==> config.mk <==
export PLATFORM = sky130hd
export DESIGN_NAME = depacketizer_n
export DESIGN_NICKNAME = d
export VERILOG_FILES = /design/src/rtl/depacketizer_n.sv
export SDC_FILE = /design/constraint.sdc
export NUM_CORES = 1
export LEC_CHECK = 0
export BUFFER_PORTS_ARGS = -buffer_cell sky130_fd_sc_hd__buf_2
export CAP_MARGIN = 40
export CORE_ASPECT_RATIO = 0.6
export CORE_UTILIZATION = 55
export DETAILED_ROUTE_END_ITERATION = 12
export PLACE_DENSITY = 0.87
export SLEW_MARGIN = 20
export SYNTH_ARGS = -nofsm -noshare
export SYNTH_HDL_FRONTEND = slang
export SYNTH_SLANG_ARGS = --single-unit
==> constraint.sdc <==
create_clock -name clk -period 6.3 [get_ports clk]
set_input_delay 0.315 -clock clk [delete_from_list [all_inputs] [get_ports clk]]
set_output_delay 0.315 -clock clk [all_outputs]
set_load 0.05 [all_outputs]
==> src/rtl/depacketizer_n.sv <==
// -----------------------------------------------------------------------------
// depacketizer_n
//
// Receives a packet one flit per handshake from a NoC router output port,
// strips the per-flit control fields and assembles the payload MSB-first into
// a single data word. The VC of the packet's head flit travels with the word.
// The assembled word is presented on a registered valid/ready output.
// Malformed flit sequences produce a one-cycle o_error pulse.
//
// Flit layout, MSB down:
//   [W-1] flit valid, [W-2] head, [W-3] tail, then VC,
//   then (head only) destination address, remainder is payload.
//
// Ports:
//   clk          clock
//   rst_n        asynchronous active-low reset
//   i_flit_in    incoming flit
//   i_valid_in   incoming flit valid
//   i_ready_out  block can accept a flit this cycle
//   o_data_out   assembled payload (top WIDTH_DATA bits of the assembly)
//   o_vc_out     VC of the emitted packet
//   o_valid_out  output word valid
//   o_ready_in   downstream ready
//   o_error      one-cycle pulse on a protocol violation
// -----------------------------------------------------------------------------
module depacketizer_n #(
    parameter int WIDTH_FLIT       = 18,
    parameter int NUM_FLITS        = 2,
    parameter int VC_ADDRESS_WIDTH = 1,
    parameter int ADDRESS_WIDTH    = 4,
    parameter int WIDTH_DATA       = 12
) (
    input  logic                        clk,
    input  logic                        rst_n,
    input  logic [WIDTH_FLIT-1:0]       i_flit_in,
    input  logic                        i_valid_in,
    output logic                        i_ready_out,
    output logic [WIDTH_DATA-1:0]       o_data_out,
    output logic [VC_ADDRESS_WIDTH-1:0] o_vc_out,
    output logic                        o_valid_out,
    input  logic                        o_ready_in,
    output logic                        o_error
);

    // Payload widths of head and body/tail flits, and of the full assembly.
    localparam int HD    = WIDTH_FLIT - 3 - VC_ADDRESS_WIDTH - ADDRESS_WIDTH;
    localparam int BD    = WIDTH_FLIT - 3 - VC_ADDRESS_WIDTH;
    localparam int IDL   = HD + (NUM_FLITS - 1) * BD;
    localparam int CNT_W = $clog2(NUM_FLITS + 1);

    localparam logic [CNT_W-1:0] CNT_LAST = CNT_W'(NUM_FLITS);
    localparam logic [CNT_W-1:0] CNT_ONE  = CNT_W'(1);

    typedef enum logic [0:0] {
        S_IDLE    = 1'b0,
        S_COLLECT = 1'b1
    } state_t;

    // Head payload occupies the top HD bits of the assembly; everything
    // below is cleared so an early tail leaves a zero-filled remainder.
    function automatic logic [IDL-1:0] f_head_slot(input logic [HD-1:0] d);
        logic [IDL-1:0] ext;
        ext = IDL'(d);
        return ext << (IDL - HD);
    endfunction

    // The k-th flit after the head lands directly below the previous one.
    function automatic logic [IDL-1:0] f_body_slot(input logic [BD-1:0] d,
                                                   input logic [CNT_W-1:0] k);
        logic [IDL-1:0] ext;
        int             sh;
        ext = IDL'(d);
        sh  = IDL - HD - BD * int'(k);
        return ext << sh;
    endfunction

    // Registers
    state_t                      r_state;
    logic [IDL-1:0]              r_buf;
    logic [CNT_W-1:0]            r_cnt;
    logic [VC_ADDRESS_WIDTH-1:0] r_vc;
    logic                        r_valid;
    logic [WIDTH_DATA-1:0]       r_data;
    logic [VC_ADDRESS_WIDTH-1:0] r_vc_out;
    logic                        r_err;

    // Flit field decode
    logic                        w_fv;
    logic                        w_head;
    logic                        w_tail;
    logic [VC_ADDRESS_WIDTH-1:0] w_vc;
    logic [HD-1:0]               w_head_data;
    logic [BD-1:0]               w_body_data;
    logic                        w_ready;
    logic                        w_take;

    // Next-state signals
    state_t                      w_state_next;
    logic [IDL-1:0]              w_buf_next;
    logic [CNT_W-1:0]            w_cnt_next;
    logic [VC_ADDRESS_WIDTH-1:0] w_vc_next;
    logic                        w_emit;
    logic                        w_err;

    assign w_fv        = i_flit_in[WIDTH_FLIT-1];
    assign w_head      = i_flit_in[WIDTH_FLIT-2];
    assign w_tail      = i_flit_in[WIDTH_FLIT-3];
    assign w_vc        = i_flit_in[WIDTH_FLIT-4 -: VC_ADDRESS_WIDTH];
    assign w_head_data = i_flit_in[HD-1:0];
    assign w_body_data = i_flit_in[BD-1:0];

    // A new flit can be taken whenever the output register is free or is
    // being drained this cycle, so an emit never overwrites a held word.
    assign w_ready = ~r_valid | o_ready_in;

    // Flits whose own valid bit is clear are consumed but ignored.
    assign w_take = i_valid_in & w_ready & w_fv;

    // FSM state register
    always_ff @(posedge clk or negedge rst_n) begin
        if (!rst_n) begin
            r_state <= S_IDLE;
        end else begin
            r_state <= w_state_next;
        end
    end

    // FSM next-state and assembly logic
    always_comb begin
        w_state_next = r_state;
        w_buf_next   = r_buf;
        w_cnt_next   = r_cnt;
        w_vc_next    = r_vc;
        w_emit       = 1'b0;
        w_err        = 1'b0;

        if (w_take) begin
            case (r_state)
                S_IDLE: begin
                    if (w_head) begin
                        w_buf_next = f_head_slot(w_head_data);
                        w_vc_next  = w_vc;
                        w_cnt_next = CNT_ONE;
                        if (w_tail || (NUM_FLITS == 1)) begin
                            w_emit       = 1'b1;
                            w_cnt_next   = '0;
                            w_state_next = S_IDLE;
                        end else begin
                            w_state_next = S_COLLECT;
                        end
                    end else begin
                        // Orphan body/tail flit: dropped.
                        w_err = 1'b1;
                    end
                end

                S_COLLECT: begin
                    if (w_head) begin
                        // A new head abandons the partial packet and starts
                        // a fresh assembly in the same cycle.
                        w_err      = 1'b1;
                        w_buf_next = f_head_slot(w_head_data);
                        w_vc_next  = w_vc;
                        w_cnt_next = CNT_ONE;
                        if (w_tail) begin
                            w_emit       = 1'b1;
                            w_cnt_next   = '0;
                            w_state_next = S_IDLE;
                        end else begin
                            w_state_next = S_COLLECT;
                        end
                    end else begin
                        w_buf_next = r_buf | f_body_slot(w_body_data, r_cnt);
                        w_cnt_next = r_cnt + CNT_ONE;
                        if (w_tail || (w_cnt_next == CNT_LAST)) begin
                            w_emit       = 1'b1;
                            w_state_next = S_IDLE;
                            // Last possible flit without a tail flag is
                            // still emitted, but flagged.
                            if (!w_tail) begin
                                w_err = 1'b1;
                            end
                            w_cnt_next = '0;
                        end
                    end
                end

                default: begin
                    w_state_next = S_IDLE;
                end
            endcase
        end
    end

    // Assembly buffer, flit count and latched VC
    always_ff @(posedge clk or negedge rst_n) begin
        if (!rst_n) begin
            r_buf <= '0;
            r_cnt <= '0;
            r_vc  <= '0;
        end else begin
            r_buf <= w_buf_next;
            r_cnt <= w_cnt_next;
            r_vc  <= w_vc_next;
        end
    end

    // Output register: loads on emit, clears on handshake otherwise, and
    // holds while stalled. The error pulse ignores output backpressure.
    always_ff @(posedge clk or negedge rst_n) begin
        if (!rst_n) begin
            r_valid  <= 1'b0;
            r_data   <= '0;
            r_vc_out <= '0;
            r_err    <= 1'b0;
        end else begin
            r_err <= w_err;
            if (w_emit) begin
                r_valid  <= 1'b1;
                r_data   <= w_buf_next[IDL-1 -: WIDTH_DATA];
                r_vc_out <= w_vc_next;
            end else if (o_ready_in) begin
                r_valid <= 1'b0;
            end
        end
    end

    assign i_ready_out = w_ready;
    assign o_valid_out = r_valid;
    assign o_data_out  = r_data;
    assign o_vc_out    = r_vc_out;
    assign o_error     = r_err;

endmodule

After elaboration in Yosys (flattened, before gate mapping)
Cells that the tools add are included.

Shift-type cells: 1. Mux-type cells: 29. Add/sub/neg operators: 2. Bitwise gates (word level): 6. Reduce and logical (&&, ||, !) cells: 3. Equal/unequal tests: 2. $mul: 1.

Operators with widths (count): 24-bit two-way mux (3); 24-bit one-hot mux with 2 select lines (1); 14-bit by 32-bit left shift with 24-bit output (1); 24-bit OR (1); 1-bit two-way mux (18); 4-bit by 6-bit subtractor with 7-bit output, first input constant (1); 2-bit two-way mux (3); 1-bit one-hot mux with 2 select lines (3); 3-bit by 2-bit multiplier with 5-bit output, first input constant (1); 2-bit one-hot mux with 2 select lines (1); 2-bit by 1-bit adder with 2-bit output, second input constant (1); 1-bit bitwise AND (2); 2-bit == test, second input constant (1); 2-bit != test, second input constant (1); 1-bit NOT (2); 2-bit AND reduction (1); 2-bit nonzero test (1); 1-bit logical OR (1); 1-bit OR (1).

Word-level logic and storage cells: 53. Register bits after elaboration: 43. Output and inout bits: 16.

Logic depth before layout (Yosys ltp)
Gate-level depths: netlist (run 1).

Depth in word-level cells: 8. Depth in mapped cells: 13. Mapped depth without buffers: 9.

Worst setup path after synthesis (run 1)
OpenSTA, ideal clock, no wires.

Kind: reg2reg. Start point: register r_cnt[0]. End point: register r_data[3], in the netlist o_data_out[3]. Library setup time: 0.067 ns. Setup slack: 3.673 ns. Stages on the path, launching flop included: 13. Path buffers: 3. Data arrival time: 2.560 ns. Cells stage by stage: dfrtp_1 -> buf_2 -> buf_2 -> inv_1 -> ha_1 -> buf_6 -> inv_1 -> ha_1 -> nor4b_4 -> nand3_2 -> or3_1 -> o211ai_2 -> mux2_2.

Cells in the longest elaborated chain, start to end: 7. Elaborated cells between the ends (all ways): 14. Classes of those cells: add/sub: 2; mul: 1; eq/ne: 1; shift: 1; mux: 7; bitwise: 1; reduce/logical: 1.

RTL lines: start: declaration (RTL line 80) `logic [CNT_W-1:0] r_cnt;`; start signal: assignment (RTL line 203) `r_cnt <= w_cnt_next;`; 3-bit by 2-bit multiplier with 5-bit output (RTL line 73) `sh = IDL - HD - BD * int'(k);`; 4-bit by 6-bit subtractor with 7-bit output (RTL line 73); 14-bit by 32-bit left shift with 24-bit output (RTL line 74) `return ext << sh;`; 24-bit OR (RTL line 173) `w_buf_next = r_buf | f_body_slot(w_body_data, r_cnt);`; 24-bit two-way mux (RTL line 158) `if (w_head) begin`; 24-bit one-hot mux with 2 select lines (RTL line 138) `case (r_state)`; 24-bit two-way mux (RTL line 137) `if (w_take) begin`; net w_buf_next[15] (RTL line 99) `logic [IDL-1:0] w_buf_next;`; end signal: assignment (RTL line 220) `r_data <= w_buf_next[IDL-1 -: WIDTH_DATA];`; end: declaration (RTL line 83) `logic [WIDTH_DATA-1:0] r_data;`.

The timed path passes the listed nets, and every way through them passes these cells. A chain may end at the register's enable or synchronous reset.

Worst setup path after layout (run 1)
Start point: register r_cnt[0]. End point: register r_data[2], in the netlist o_data_out[2].

Cells in the longest elaborated chain, start to end: 7. Elaborated cells between the ends (all ways): 14. Classes of those cells: add/sub: 2; mul: 1; eq/ne: 1; shift: 1; mux: 7; bitwise: 1; reduce/logical: 1.

RTL lines (RTL line): 3-bit by 2-bit multiplier with 5-bit output / 2-bit by 1-bit adder with 2-bit output (equally long branches) (73, 174); 4-bit by 6-bit subtractor with 7-bit output / 2-bit == test (equally long branches) (73, 175); 14-bit by 32-bit left shift with 24-bit output / 1-bit logical OR (equally long branches) (74, 175); 24-bit OR / 1-bit two-way mux (equally long branches) (173, 175); 24-bit two-way mux / 1-bit two-way mux (equally long branches) (158); 24-bit one-hot mux with 2 select lines / 1-bit one-hot mux with 2 select lines (equally long branches) (138); 24-bit two-way mux / 1-bit two-way mux (equally long branches) (137).

Several ways; a longest one is shown, not always the timed one.

==> flow_metrics.py, run 1 <==
metrics = {
    "clock_tree": {
        "cts_resized": 0,
        "cts_max_path_buffers": 2,
        "numCtsBuffers": 5,
        "numClockSinks": 31,
        "clk_latency_ns": 0.29,
        "ctsHoldBuffers": 0,
        "htree_num_levels": 2,
        "cts-root-buf": "clkbuf_8",
        "path_clk_slew_ns": 0.07,
        "cts_setup_buffers": 0,
        "cts_tree": "yes",
    },
    "yosys": {
        "synth-compound-area-share": 0.185,
        "ys_warn_count": 0,
        "ys_seq_elements": 31,
        "synth-edff-count": 0,
        "ys_types": 48,
        "synthAdderAreaFrac": 0.0307,
        "synth_area_leaders": "dfrtp_1, mux2_2, nor2_1",
        "syn_avg_cell_area_um2": 9.71,
        "synth.area.mux_share": 0.150,
        "netlist_instances": 210,
        "yosysSeqAreaShare": 0.381,
        "syn_nets": 237,
        "synth_top_cell_by_area": "dfrtp_1",
        "synth_top_family_by_area": "simple AND/OR/NAND/NOR gates",
        "synth_async_sr_flop_share": 1.00,
        "yosys.area_share.xor_xnor": 0,
        "yosys.area_share.simple": 0.190,
        "synth_area_mm2": 0.00204,
        "synth_top_area_share": 0.381,
        "ys.flop_type": "dfrtp_1",
    },
    "setup_path": {
        "crit_path_max_incr_delay_ns": 0.61,
        "path_max_fanout": 20,
        "arrival_ns": 3.40,
        "crit_chain": "inv_1, ha_1, inv_1, ha_1, nor4b_4, nand4_2, nor4b_2, nor2_1, a31oi_1",
        "crit_buf_inv": 2,
        "r2r_slack_ns": 3.11,
        "cp-start-kind": "register",
        "critPathRequiredTime_ns": 6.51,
        "timing.rr.start": "r_cnt[0]$_DFFE_PN0P_",
        "critPathKind": "reg2reg",
        "reg2reg_to": "o_data_out[2]$_DFFE_PN0P_",
        "crit_path_end_kind": "register",
        "r2r_cells": 9,
        "crit_family": "simple AND/OR/NAND/NOR gates",
        "crit_slowest_cell": "dfrtp_1",
    },
    "outcome": {
        "outcome": "complete, no violations",
    },
    "pwr": {
        "seqPwrFrac": 0.286,
        "p_int_mw": 0.602,
        "finalPower_mw": 1.14,
        "p_leak_nw": 1.02,
        "swShare": 0.474,
        "powerDensity_mw_per_mm2": 499,
        "power.switching_mw": 0.543,
        "p_clk_frac": 0.172,
        "ir_worst_vdd_mv": 0.333,
        "p_comb_frac": 0.542,
    },
    "route": {
        "drcViolationCount": 0,
        "wl_per_cell_um": 18.7,
        "drt_iter0_markers": 307,
        "vias_per_cell": 6.48,
        "vias": 1841,
        "dr.pass1.iters": 6,
        "postRouteAntennaNets": 0,
        "wl_um": 5300,
    },
    "run": {
        "drv_cap": 0,
    },
    "die": {
        "die_w_um": 80.6,
        "rows": 16,
        "initial_utilization": 0.599,
        "core_mm2": 0.00340,
        "die-area_mm2": 0.00396,
        "die_height_um": 49.2,
        "io_pins": 38,
    },
    "global_route": {
        "antenna_found_initial": 0,
        "gr-usage-met3": 0.107,
        "grt_max_degree": 32,
        "grtUsageMet2": 0.381,
        "grt_pass1_vias": 1674,
        "grt_pass1_wl_um": 8470,
        "grt_usage": 0.294,
        "grt_overflow": 0,
        "grt.busiest_layer": "met1",
        "use_met1": 0.449,
    },
    "placed_design": {
        "post-dp-hpwl_um": 3860,
        "gp_congestion": 1.08,
        "port_buffers": 37,
    },
    "sta": {
        "worst_pin_slew_ns": 0.701,
        "fin_crit_sh": 0.506,
        "fin_skew_ns": 0.00754,
        "fmax_mhz": 314,
        "drv_slew": 0,
        "finalSetupViolations": 0,
        "finalHoldViolations": 0,
        "rsz0062_at_grt": "false",
        "post-route-min-period_ns": 3.19,
        "slew_headroom": 0.532,
        "fin_setup_tns_ns": 0,
    },
    "cells_and_area": {
        "antennaDiodeCount": 0,
        "drive_gt1_frac": 0.301,
        "syn2layout_area_growth_pct": 12.5,
        "nNetsFinal": 265,
    },
    "hold_path": {
        "hp-class": "in2async",
    },
}
[layout by cell type (no fill, tap or decap), types with 6 or more instances in the layout]
cell	netlist	final
inv_1	8	8
nor2_1	27	27
o21ai_0	6	6
dfrtp_1	31	31
a21oi_1	11	11
mux2i_1	7	7
buf_2	10	37
mux2_2	20	20
and3_1	6	6
nand2_1	14	14
[how the worst max path moves through the flow]
stage / depth (start not counted) / startpoint / end
finish: 9 / r_cnt[0]$_DFFE_PN0P_ / o_data_out[2]$_DFFE_PN0P_
global route: 9 / r_cnt[0]$_DFFE_PN0P_ / o_data_out[2]$_DFFE_PN0P_
CTS: 9 / r_cnt[0]$_DFFE_PN0P_ / o_data_out[2]$_DFFE_PN0P_
detailed placement: 9 / r_cnt[0]$_DFFE_PN0P_ / o_data_out[2]$_DFFE_PN0P_
global placement: 9 / r_cnt[0]$_DFFE_PN0P_ / o_data_out[2]$_DFFE_PN0P_
floorplan: 12 / r_cnt[0]$_DFFE_PN0P_ / o_data_out[3]$_DFFE_PN0P_
[power by group through the flow]
stage,sequential (mW),clock [mW],combinational [mW]
after floorplan,0.457,0,0.355
after global placement,0.325,0,0.595
after detailed placement,0.329,0,0.606
after CTS,0.326,0.200,0.609
after global routing,0.338,0.209,0.660
final,0.328,0.197,0.620
[cell type report]
type	count	area, um^2
repair buffers	37	185
fillers	279	1110
multi-input cells	155	1130
inverters	8	30.0
flip-flops and latches	31	776
well taps	45	56.3
clock buffers	5	68.8
clock inverters	3	43.8
[flip-flops by register name, summed over array words and instances (netlist names)]
| register | count |
|---|---|
| r_buf | 12 |
| o_vc_out | 1 |
| r_state | 1 |
| o_data_out | 12 |
| o_error | 1 |
| o_valid_out | 1 |
| r_vc | 1 |
| r_cnt | 2 |
[stage by stage]
stage / instance area, um^2 / hold WS, ns / util / worst slack (ns) / std cells
6_report: 2290 / 0.0573 / 0.674 / 3.11 / 284
5_1_grt: 2290 / 0.120 / 0.674 / 2.90 / 284
4_1_cts: 2290 / 0.0834 / 0.674 / 3.18 / 284
3_5_place_dp: 2180 / 0.397 / 0.641 / 3.25 / 276
3_3_place_gp: 2180 / 0.386 / 0.641 / 3.33 / 276
2_1_floorplan: 2040 / 0.0194 / - / 3.67 / 210
[cell usage after synthesis, types with 2 or more instances]
master and n:
a21oi_1 11, a211oi_1 2, o22ai_1 5, a22oi_1 4, buf_4 3, inv_1 8
a31oi_1 3, and3_1 6, o221ai_1 4, a32o_1 2, buf_6 2, mux2i_1 7
nand2_1 14, nand3_1 2, a221oi_1 2, nor2_1 27, o31a_1 2, ha_1 5
a41oi_1 2, nor2b_1 3, a32oi_1 3, mux2_2 20, buf_2 10, o21ai_0 6
nand2b_1 2, and2_1 3, dfrtp_1 31
[cell families (layout without fill, tap and decap cells)]
group	after synthesis	in the layout
AOI/OAI and AO/OA	52	52
DFF	31	31
muxes	28	28
adders and majority gates	5	5
buffers and inverters	24	53
and+or+nand+nor	70	70
[metal layers]
layer,vias to the layer above,share of wire
met5,-,0
li1,841,-
met2,135,0.38
met4,0,0.031
met3,25,0.13
met1,840,0.46
Power figures use the tool's default switching activity.
==> inputs of run 2 (changes only) <==
- ABC_AREA: not set -> 1
- clock period: 6.3 -> 3.1 ns (I/O delays scaled with it)
==> run 2 against run 1 <==
Critical path depth up 7. Synthesized area up 2.2%. Clock power up 64%. Final cell count up 37%. Total power up 71%. Non-clock buffer count up 5. Count of clock-buffer cells in the layout up 1. Sequential share of layout area down 1.1 points. Combinational power up 68%. Synthesized cell count up 47%. Critical path type unchanged. Largest cell class unchanged. Highest routed layer unchanged.
==> flow_metrics.py, run 2 <==
metrics = {
    "yosys": {
        "ys.flop_type": "dfrtp_1",
        "yosysSeqAreaShare": 0.372,
        "syn_avg_cell_area_um2": 6.76,
        "synthTopCellsByCount": "nand2_1, nand3_1, dfrtp_1",
        "synth_async_sr_flop_share": 1.00,
        "post-synth-top-count-cell": "nand2_1",
        "synth_area_leaders": "dfrtp_1, nand2_1, nand3_1",
        "ys_seq_elements": 31,
        "synth_area_mm2": 0.00208,
        "synth-edff-count": 0,
        "ys_warn_count": 0,
        "synth_top_cell_by_area": "dfrtp_1",
        "netlist_instances": 308,
        "synth_top_area_share": 0.372,
        "ys_types": 30,
        "syn_nets": 335,
    },
    "die": {
        "core_mm2": 0.00342,
        "initial_utilization": 0.609,
        "rows": 16,
        "die_w_um": 81.5,
        "die-area_mm2": 0.00405,
        "io_pins": 38,
        "die_height_um": 49.7,
    },
    "cells_and_area": {
        "final_common_cell": "nand2_1",
        "final_area_mm2": 0.00237,
        "syn2layout_area_growth_pct": 13.9,
        "nNetsFinal": 372,
        "drive_gt1_frac": 0.191,
        "layout_common_cells": "nand2_1, nand3_1, buf_2",
        "antennaDiodeCount": 0,
    },
    "route": {
        "drt_iter0_markers": 191,
        "vias_per_cell": 5.61,
        "wl_um": 5400,
        "drcViolationCount": 0,
        "wl_per_cell_um": 13.8,
        "postRouteAntennaNets": 0,
        "vias": 2187,
        "dr.pass1.iters": 4,
    },
    "sta": {
        "finalHoldViolations": 0,
        "post-route-min-period_ns": 2.69,
        "drv_slew": 0,
        "slew_headroom": 0.452,
        "setup_ws_ns": 0.414,
        "fin_skew_ns": 0.00928,
        "fin_crit_sh": 0.867,
        "worst_pin_slew_ns": 0.821,
        "rsz0062_at_grt": "false",
        "fmax_mhz": 372,
        "fin_setup_tns_ns": 0,
        "finalSetupViolations": 0,
    },
    "global_route": {
        "antenna_found_initial": 0,
        "grt_pass1_vias": 1982,
        "grt_pass1_wl_um": 9180,
        "grt_max_degree": 32,
        "grt_overflow": 0,
        "grt_usage": 0.303,
    },
    "pwr": {
        "p_leak_nw": 1.30,
        "p_comb_frac": 0.530,
        "swShare": 0.493,
        "p_clk_frac": 0.165,
        "power.switching_mw": 0.966,
        "ir_worst_vdd_mv": 0.575,
        "powerDensity_mw_per_mm2": 826,
        "p_int_mw": 0.993,
        "seqPwrFrac": 0.305,
    },
    "placed_design": {
        "dp_slack_ns": 0.481,
        "post-dp-hpwl_um": 4070,
        "gp_congestion": 0.963,
        "placed_area_mm2": 0.00227,
        "port_buffers": 37,
    },
    "clock_tree": {
        "cts_max_path_buffers": 2,
        "numClockSinks": 31,
        "cts-root-buf": "clkbuf_8",
        "cts_setup_buffers": 0,
        "numCtsBuffers": 5,
        "clk_latency_ns": 0.29,
        "htree_num_levels": 2,
        "cts_tree": "yes",
        "path_clk_slew_ns": 0.07,
    },
    "hold_path": {
        "hp-class": "in2reg",
        "hold_depth": 3,
    },
    "outcome": {
        "outcome": "complete, no violations",
    },
    "setup_path": {
        "cp-start-kind": "register",
        "critPathKind": "reg2reg",
        "r2r_cells": 16,
        "crit_path_end_kind": "register",
        "critPathRequiredTime_ns": 3.32,
        "arrival_ns": 2.91,
        "path_max_fanout": 24,
    },
    "run": {
        "drv_cap": 0,
    },
}
==> run 2: cell count changes in the layout (fill, tap and decap cells not counted), moves of 10 or more <==
cell,before,now
mux2_2,20,0
o21ai_1,0,13
inv_1,8,18
nand2_1,14,123
nand3_1,2,43
nor2_1,27,14
==> run 2: through the flow <==
step | instances | util | hold WS, ns | total power, mW
2_1_floorplan | 308 | - | -0.141 | 1.39
3_3_place_gp | 382 | 0.664 | 0.223 | 1.61
3_5_place_dp | 382 | 0.664 | 0.225 | 1.62
4_1_cts | 390 | 0.693 | 0.0901 | 1.95
5_1_grt | 390 | 0.693 | 0.112 | 2.10
6_report | 390 | 0.693 | 0.0892 | 1.96
==> run 2: worst paths after layout <==
check | from | end | slack [ns]
worst max-delay path | r_cnt[0]$_DFFE_PN0P_ | o_data_out[6]$_DFFE_PN0P_ | 0.41
worst min-delay path | i_flit_in[14] | r_vc$_DFF_PN0_ | 0.09
worst max register to register | r_cnt[0]$_DFFE_PN0P_ | o_data_out[6]$_DFFE_PN0P_ | 0.41
worst min register to register | o_data_out[0]$_DFFE_PN0P_ | o_data_out[0]$_DFFE_PN0P_ | 0.48
max in group asynchronous | rst_n | r_state$_DFFE_PN0P_ | 2.21
min in group asynchronous | rst_n | o_data_out[1]$_DFFE_PN0P_ | 0.44
==> run 2: logic make-up (layout without fill, tap and decap cells) <==
family                     after synthesis  after routing  share of synthesized area
adders and majority gates                5              5                     0.0300
buffers and inverters                   39             76                     0.0883
and+or+nand+nor                        192            192                      0.392
AOI/OAI and AO/OA                       41             41                      0.117
DFF                                     31             31                      0.372
==> run 2: routing by layer <==
layer  wire [um]  track usage
met1        2680        0.456
met2        2200        0.421
met3         442       0.0852
met4          88       0.0744
met5           0            0
==> run 2: final cells by class <==
class	count	area, um^2
inverter	27	104
tap	45	56.3
fill	311	1050
multi-input combinational	238	1120
clock buffer	6	82.6
timing repair buffer	42	225
clock inverter	1	5.00
sequential	31	776
==> run 2: timing repair <==
action | CTS | global route
gates resized for setup | 0 | 0
endpoints found under the hold margin | 31 | 0
hold buffers | 1 | 0
==> run 2: power groups by stage <==
stage / Combinational, mW / Clock (mW) / Sequential, mW
final: 1.04 / 0.323 / 0.597
after global routing: 1.14 / 0.344 / 0.611
after CTS: 1.03 / 0.325 / 0.598
after detailed placement: 1.02 / 0 / 0.601
after global placement: 1.01 / 0 / 0.598
after floorplan: 0.536 / 0 / 0.859
==> run 2: worst max-delay path, stage by stage, from the launching register on <==
cell     delay (ns)
dfrtp_1        0.39
inv_4          0.11
ha_1           0.27
inv_1          0.16
ha_1           0.72
nand2_1        0.20
inv_1          0.11
nand2_1        0.05
o21ai_1        0.10
nand2_1        0.07
nand2_1        0.06
nand2_1        0.07
nand2_1        0.06
nand2_1        0.07
nand2_1        0.06
nand3_1        0.06
nand2_1        0.06
